`src/rtl/regfile_sequencer_pkg.sv`:
```
// rtl/regfile_sequencer_pkg.sv - shared types and constants for the register-file sequencer
package regfile_sequencer_pkg;

    localparam int DW_DEF = 16;
    localparam int AW_DEF = 3;

    localparam logic MODE_FILL = 1'b0;
    localparam logic MODE_SCAN = 1'b1;

    typedef enum logic [1:0] {
        IDLE = 2'b00,
        FILL = 2'b01,
        SCAN = 2'b10
    } state_t;

endpackage

```
`src/rtl/regfile_sequencer.sv`:
```
// rtl/regfile_sequencer.sv - drives register-file write/read ports for FILL and SCAN operations
module regfile_sequencer
    import regfile_sequencer_pkg::*;
#(
    parameter int DW = DW_DEF,
    parameter int AW = AW_DEF
) (
    input  logic          clk,
    input  logic          reset,
    input  logic          start,
    input  logic          mode,
    input  logic [DW-1:0] seed,
    input  logic [DW-1:0] inc,
    input  logic          step,
    input  logic          abort,
    input  logic [DW-1:0] R_in,
    input  logic [DW-1:0] S_in,
    output logic          we,
    output logic [DW-1:0] W,
    output logic [AW-1:0] W_Addr,
    output logic [AW-1:0] R_Addr,
    output logic [AW-1:0] S_Addr,
    output logic [DW-1:0] disp_R,
    output logic [DW-1:0] disp_S,
    output logic          busy,
    output logic          done
);

    localparam logic [AW-1:0] LAST_ADDR = '1;

    state_t        state;
    logic [DW-1:0] inc_q;

    // W doubles as the sequence accumulator and W_Addr as the write counter:
    // the value on the bus is always the one being written this cycle.
    // R_Addr is the read pointer; S_Addr is kept one ahead as its own register.
    // Sequencer state machine with registered outputs
    always_ff @(posedge clk) begin
        if (!reset) begin
            state  <= IDLE;
            we     <= 1'b0;
            W      <= '0;
            W_Addr <= '0;
            R_Addr <= '0;
            S_Addr <= AW'(1);
            disp_R <= '0;
            disp_S <= '0;
            busy   <= 1'b0;
            done   <= 1'b0;
            inc_q  <= '0;
        end else begin
            done <= 1'b0;
            if (abort) begin
                state <= IDLE;
                we    <= 1'b0;
                busy  <= 1'b0;
            end else begin
                case (state)
                    IDLE: begin
                        we <= 1'b0;
                        if (start) begin
                            case (mode)
                                MODE_FILL: begin
                                    // first write goes out on the cycle busy rises
                                    state  <= FILL;
                                    busy   <= 1'b1;
                                    we     <= 1'b1;
                                    W      <= seed;
                                    W_Addr <= '0;
                                    inc_q  <= inc;
                                end
                                MODE_SCAN: begin
                                    state  <= SCAN;
                                    busy   <= 1'b1;
                                    R_Addr <= '0;
                                    S_Addr <= AW'(1);
                                end
                            endcase
                        end
                    end
                    FILL: begin
                        if (W_Addr == LAST_ADDR) begin
                            state <= IDLE;
                            we    <= 1'b0;
                            busy  <= 1'b0;
                            done  <= 1'b1;
                        end else begin
                            W      <= W + inc_q;
                            W_Addr <= W_Addr + AW'(1);
                        end
                    end
                    SCAN: begin
                        we     <= 1'b0;
                        disp_R <= R_in;
                        disp_S <= S_in;
                        if (step) begin
                            R_Addr <= R_Addr + AW'(1);
                            S_Addr <= S_Addr + AW'(1);
                        end
                    end
                    default: begin
                        state <= IDLE;
                        we    <= 1'b0;
                        busy  <= 1'b0;
                    end
                endcase
            end
        end
    end

endmodule

```
`config.mk`:
```
export PLATFORM = sky130hd
export DESIGN_NAME = regfile_sequencer
export DESIGN_NICKNAME = d
export VERILOG_FILES = /design/src/rtl/regfile_sequencer_pkg.sv /design/src/rtl/regfile_sequencer.sv
export SDC_FILE = /design/constraint.sdc
export NUM_CORES = 1
export LEC_CHECK = 0
export BUFFER_PORTS_ARGS = -buffer_cell sky130_fd_sc_hd__clkbuf_2
export CAP_MARGIN = 20
export CORE_UTILIZATION = 50
export DETAILED_ROUTE_END_ITERATION = 12
export GPL_TIMING_DRIVEN = 0
export MAX_ROUTING_LAYER = met4
export PLACE_DENSITY = 0.88
export SLEW_MARGIN = 20
export SYNTH_ARGS = -nofsm -noshare
export SYNTH_HDL_FRONTEND = slang
export SYNTH_SLANG_ARGS = --single-unit
```
`constraint.sdc`:
```
create_clock -name clk -period 2.5 [get_ports clk]
set_input_delay 0.375 -clock clk [delete_from_list [all_inputs] [get_ports clk]]
set_output_delay 0.375 -clock clk [all_outputs]
set_load 0.02 [all_outputs]
```
After elaboration in Yosys (flattened, before gate mapping)
Index checks and enable logic that the tools add are counted.
Word-level totals
  register bits: 78
  bits of input ports: 70
  output and inout bits: 60
  logic and storage cells: 66
Operators by class
  add/sub/neg operators: 4
  equality and inequality tests: 9
  muxes and demuxes: 27
  bitwise logic cells: 5
  reduce and logical (&&, ||, !) cells: 10
Operator list (number)
  16-bit 2-to-1 mux: 3
  16-bit one-hot mux with 2 select lines: 1
  3-bit 2-to-1 mux: 9
  3-bit one-hot mux with 2 select lines: 3
  16-bit adder: 1
  2-bit != test (second input constant): 6
  5-bit AND reduction: 2
  3-bit by 1-bit adder with 3-bit output (second input constant): 3
  2-bit one-hot mux with 3 select lines: 1
  1-bit 2-to-1 mux: 5
  1-bit inverter: 5
  2-bit 2-to-1 mux: 2
  2-bit one-hot mux with 2 select lines: 1
  4-bit AND reduction: 1
  2-bit nonzero test: 2
  3-bit == test (second input constant): 1
  1-bit one-hot mux with 3 select lines: 1
  3-bit AND reduction: 1
  3-bit OR reduction: 1
  2-bit by 1-bit == test with 1-bit output (second input constant): 1
  2-bit == test (second input constant): 1
  2-bit logical NOT: 1
  1-bit one-hot mux with 2 select lines: 1
  2-bit AND reduction: 1
  2-bit OR reduction: 1

Longest topological paths before layout
  word-level depth: 4
  depth in mapped cells: 9

Least setup slack after synthesis
No wires, ideal clock.
  path kind: reg2reg
  from: register W[0]
  to: register W[12]
  arrival: 2109 ps
  data required time: 2384 ps
  path slack: 275 ps
  cell stages (with the launch flop): 8
  cell sequence: dfxtp_1 > ha_1 > fa_1 > a21o_1 > a21boi_0 > o31ai_1 > or3_1 > a31o_1
Between the ends
  longest elaborated chain between the ends: 3
Ends and longest elaborated chain
  start, declared: line regfile_sequencer.sv:19  | output logic [DW-1:0] W,
  start signal, assigned: line regfile_sequencer.sv:88  | W <= W + inc_q;
  16-bit adder: line regfile_sequencer.sv:88
  16-bit 2-to-1 mux: line regfile_sequencer.sv:82  | if (W_Addr == LAST_ADDR) begin
  16-bit one-hot mux with 2 select lines: line regfile_sequencer.sv:58  | case (state)
No other way between the ends. The select of a mux whose other input is x is not followed.
A chain may end at the register's enable or synchronous reset.

Final worst setup path
Same ends and word-level chain as after synthesis.

==> run_summary.xml <==
<?xml version="1.0" encoding="UTF-8"?>
<metrics>
  <group name="sta">
    <metric name="worst_margin_slew" unit="ns">0.968</metric>
    <metric name="final.setup_skew" unit="ns">0.00728</metric>
    <metric name="slew_headroom" unit="%">34.6</metric>
    <metric name="setup_violations" unit="">0</metric>
    <metric name="fmax" unit="MHz">425</metric>
    <metric name="final.setup.worst_slack" unit="ns">0.145</metric>
    <metric name="grt_setup_unrepaired" unit="">false</metric>
    <metric name="hold_viol_final" unit="">0</metric>
    <metric name="final_period_minus_worst_setup_slack" unit="ns">2.35</metric>
    <metric name="final-max-slew-violation-count" unit="">0</metric>
    <metric name="finalCritPeriodShare" unit="%">94.2</metric>
  </group>
  <group name="worst_setup_path">
    <metric name="cpPeakStageDelay" unit="ns">0.42</metric>
    <metric name="cp.arrival" unit="ns">2.60</metric>
    <metric name="crit_path_top_delay_cell" unit="">fa_1</metric>
    <metric name="critical_path.reg2reg.endpoint" unit="">W[12]</metric>
    <metric name="timing.critical_path.required" unit="ns">2.75</metric>
    <metric name="ff2ff_path_depth" unit="">7</metric>
    <metric name="timing.critical_path.cells" unit="">ha_1, fa_1, a21o_1, a21boi_1, o31ai_1, or3_1, a31o_1</metric>
    <metric name="worstSetupPathType" unit="">reg2reg</metric>
    <metric name="reg2reg_slack" unit="ns">0.15</metric>
    <metric name="critical_path.startpoint_type" unit="">register</metric>
    <metric name="startpoint" unit="">W[0]</metric>
    <metric name="critical_path.max_fanout" unit="">4</metric>
    <metric name="crit-reg2reg-launch" unit="">W[0]</metric>
    <metric name="endpoint" unit="">W[12]</metric>
    <metric name="end_kind" unit="">register</metric>
  </group>
  <group name="clock_network">
    <metric name="clock-root-buffer" unit="">clkbuf_8</metric>
    <metric name="clkSinkCount" unit="">78</metric>
    <metric name="clock_path_buffers" unit="">2</metric>
    <metric name="clkLatencyLatePin" unit="ns">0.35</metric>
    <metric name="tritoncts.num_buffers" unit="">9</metric>
    <metric name="clk_pin_slew" unit="ns">0.09</metric>
    <metric name="htree_levels" unit="">3</metric>
    <metric name="cts_tree" unit="">done</metric>
    <metric name="postCtsHoldBufs" unit="">0</metric>
  </group>
  <group name="floorplanning">
    <metric name="placeableCoreArea" unit="sq um">7330</metric>
    <metric name="effective_utilization_at_floorplan" unit="%">52.1</metric>
    <metric name="floorplan.rows" unit="">31</metric>
    <metric name="die_w" unit="microns">89.4</metric>
    <metric name="die-height" unit="microns">89.4</metric>
    <metric name="die-area" unit="sq um">7990</metric>
    <metric name="num_io_pins" unit="">130</metric>
  </group>
  <group name="placed_design">
    <metric name="buffer_ports.inserted" unit="">128</metric>
    <metric name="post-dp-hpwl" unit="microns">7980</metric>
    <metric name="preCtsSetupSlack" unit="ns">-0.0209</metric>
    <metric name="placed_cells_incl_taps" unit="">687</metric>
    <metric name="gp_routability_congestion" unit="">0.956</metric>
    <metric name="dpl-instance-area" unit="sq um">4600</metric>
  </group>
  <group name="routing">
    <metric name="top_layer" unit="">met4</metric>
    <metric name="drc_violations_left" unit="">0</metric>
    <metric name="first_pass_iters" unit="">4</metric>
    <metric name="drtIter0Drc" unit="">206</metric>
    <metric name="routed_wire_length_per_instance" unit="microns">14.8</metric>
    <metric name="dr_total_vias" unit="">3782</metric>
    <metric name="post_drt_via_cell_ratio" unit="">5.38</metric>
    <metric name="met2_length" unit="microns">5110</metric>
    <metric name="route.final.wire_length" unit="microns">10400</metric>
    <metric name="final_antenna_net_count" unit="">0</metric>
    <metric name="met3WireLength" unit="microns">763</metric>
    <metric name="met1_length" unit="microns">4280</metric>
  </group>
  <group name="synthesis">
    <metric name="synthesis.area" unit="sq um">3820</metric>
    <metric name="ys_async_sr_fraction" unit="%">0</metric>
    <metric name="syn_avg_cell_area" unit="sq um">8.32</metric>
    <metric name="synthTopCellsByArea" unit="">dfxtp_1 41%, nand2_1 13%, a21boi_0 10%, ha_1 6.2%, a21oi_1 3.1%</metric>
    <metric name="sequential_fraction_of_the_synthesis_area" unit="%">40.9</metric>
    <metric name="top_cell_type_s_share_of_synthesized_area" unit="%">40.9</metric>
    <metric name="synth-seq-cells" unit="">78</metric>
    <metric name="post-synth-top-area-cell" unit="">dfxtp_1</metric>
    <metric name="number_of_enable_flip_flop_cells_after_synthesis" unit="">0</metric>
    <metric name="yosys_warnings" unit="">0</metric>
    <metric name="synth_flop_cell" unit="">dfxtp_1</metric>
    <metric name="synth_cells" unit="">459</metric>
    <metric name="synthDistinctLibCells" unit="">51</metric>
    <metric name="syn_nets" unit="">549</metric>
  </group>
  <group name="global_route">
    <metric name="grt_overflow_total" unit="">0</metric>
    <metric name="grt_first_pass_wirelength" unit="microns">15800</metric>
    <metric name="maximum_number_of_pins_on_one_net_before_global_route_repair" unit="">14</metric>
    <metric name="grt_antenna_before_repair" unit="">0</metric>
    <metric name="first_global_vias" unit="">3502</metric>
    <metric name="globalRouteTotalUtil" unit="%">27.0</metric>
  </group>
  <group name="finish">
    <metric name="area_growth" unit="%">26.0</metric>
    <metric name="insertedDiodeCount" unit="">0</metric>
    <metric name="seq_area" unit="sq um">1560</metric>
    <metric name="drive_above_1_share" unit="%">26.5</metric>
    <metric name="fillCellCount" unit="">634</metric>
    <metric name="multi_input_area" unit="sq um">2140</metric>
    <metric name="layout.cell_area.non_filler" unit="sq um">4810</metric>
    <metric name="fin_cells" unit="">703</metric>
    <metric name="final_nets" unit="">689</metric>
  </group>
  <group name="power">
    <metric name="power_density" unit="nW/um^2">550</metric>
    <metric name="vdd.ir_drop.worst" unit="mV">0.375</metric>
    <metric name="p_leak" unit="nW">2.15</metric>
  </group>
  <group name="status">
    <metric name="result_of_the_run" unit="">completed</metric>
  </group>
  <group name="hold_path">
    <metric name="hp-class" unit="">in2reg</metric>
  </group>
  <group name="flow_run">
    <metric name="timing.max_cap.violations" unit="">0</metric>
  </group>
</metrics>
worst max-delay path, delay by kind of cell, from the launching register on:
kind                       cells  cell delay [ns]
adders and majority gates      2             0.66
and+or+nand+nor                1             0.37
AOI/OAI and AO/OA              4             0.88
DFF                            1             0.34
synthesized netlist by cell type, types with 5 or more instances:
cell type,count
nand2_1,131
dfxtp_1,78
a21boi_0,52
a21oi_1,24
clkbuf_1,23
ha_1,19
o21ai_0,14
nand3_1,10
nor2_1,9
xor2_1,9
xnor2_1,8
o211ai_1,7
inv_1,5
nor3_1,5
o211a_1,5
or3_1,5
power by group:
group          leakage [nW]  switching [mW]  internal, mW
logic                  1.42           0.202         0.143
clock network         0.106           0.474         0.516
registers             0.632          0.0315          1.28
cells in the final DEF (no fill, tap or decap), types with 2 or more instances in the layout:
| cell | instances |
|---|---|
| xnor2_1 | 8 |
| buf_2 | 3 |
| and3_1 | 2 |
| clkbuf_2 | 128 |
| nand2b_1 | 2 |
| clkbuf_1 | 23 |
| nor3_1 | 5 |
| o21a_1 | 2 |
| o211a_1 | 5 |
| nand3_1 | 10 |
| clkbuf_8 | 11 |
| nor4_2 | 2 |
| a21o_1 | 3 |
| or4_1 | 2 |
| o41ai_1 | 2 |
| nand2_1 | 131 |
| a21boi_1 | 3 |
| clkinv_2 | 2 |
| ha_1 | 19 |
| nor2b_1 | 3 |
| a211oi_1 | 3 |
| or3_1 | 5 |
| nor2_1 | 9 |
| a21oi_1 | 23 |
| o31ai_1 | 2 |
| a21boi_0 | 51 |
| o21ai_0 | 14 |
| nand4_1 | 3 |
| mux2i_1 | 2 |
| a31oi_1 | 2 |
| inv_1 | 5 |
| xor2_1 | 9 |
| dfxtp_1 | 78 |
| o211ai_1 | 7 |
layer usage:
metal | track usage, % | up-vias
li1 | - | 1869
met1 | 28.9 | 1726
met2 | 46.2 | 166
met3 | 7.57 | 21
met4 | 12.7 | 0
met5 | - | -
metrics by stage:
stage | util [%] | hold slack [ns] | setup TNS (ns) | power (mW)
2_1_floorplan | - | 0.447 | 0 | 1.54
3_3_place_gp | 62.5 | 0.450 | -0.348 | 1.67
3_5_place_dp | 62.7 | 0.458 | -0.0209 | 1.68
4_1_cts | 65.5 | 0.238 | 0 | 2.66
5_1_grt | 65.7 | 0.241 | 0 | 2.76
6_report | 65.7 | 0.248 | 0 | 2.65
worst min path at each step:
stage,startpoint,cells after the start,slack [ns],end
after global placement,disp_R[3],2,0.45,disp_R[3]
final,inc[4],3,0.25,inc_q[4]
after CTS,R_in[10],3,0.24,disp_R[10]
after detailed placement,disp_R[14],2,0.46,disp_R[14]
after floorplan,inc_q[10],2,0.45,inc_q[10]
after global routing,R_in[5],3,0.24,disp_R[5]
registers in the layout (all words and copies together) (netlist names):
name / cells
W: 16
disp_R: 16
disp_S: 16
inc_q: 16
R_Addr: 3
S_Addr: 3
W_Addr: 3
state: 2
busy: 1
done: 1
we: 1
cell families (layout without fill, tap and decap cells):
logic type,count (synthesis),after routing,synth area share [%]
compound gates,128,128,23.3
xor+xnor,17,17,3.90
fa+ha+maj,20,20,6.75
buf+inv,33,178,3.54
flops,78,78,40.9
mux,2,2,0.524
simple gates,181,181,21.1
timing repair:
item | in CTS | in global routing
setup buffers | 0 | 0
resized for setup | 1 | 2
endpoints found under the setup margin | 1 | 7
area by class of cell:
type	instances	area share, %
clock inverters	5	1.17
repair buffers	129	13.5
multi-input cells	348	44.4
flip-flops and latches	78	32.4
well taps	99	2.57
clock buffers	11	3.15
plain buffers	27	2.34
inverters	6	0.468
No activity file was read; power rests on OpenSTA's default activity.
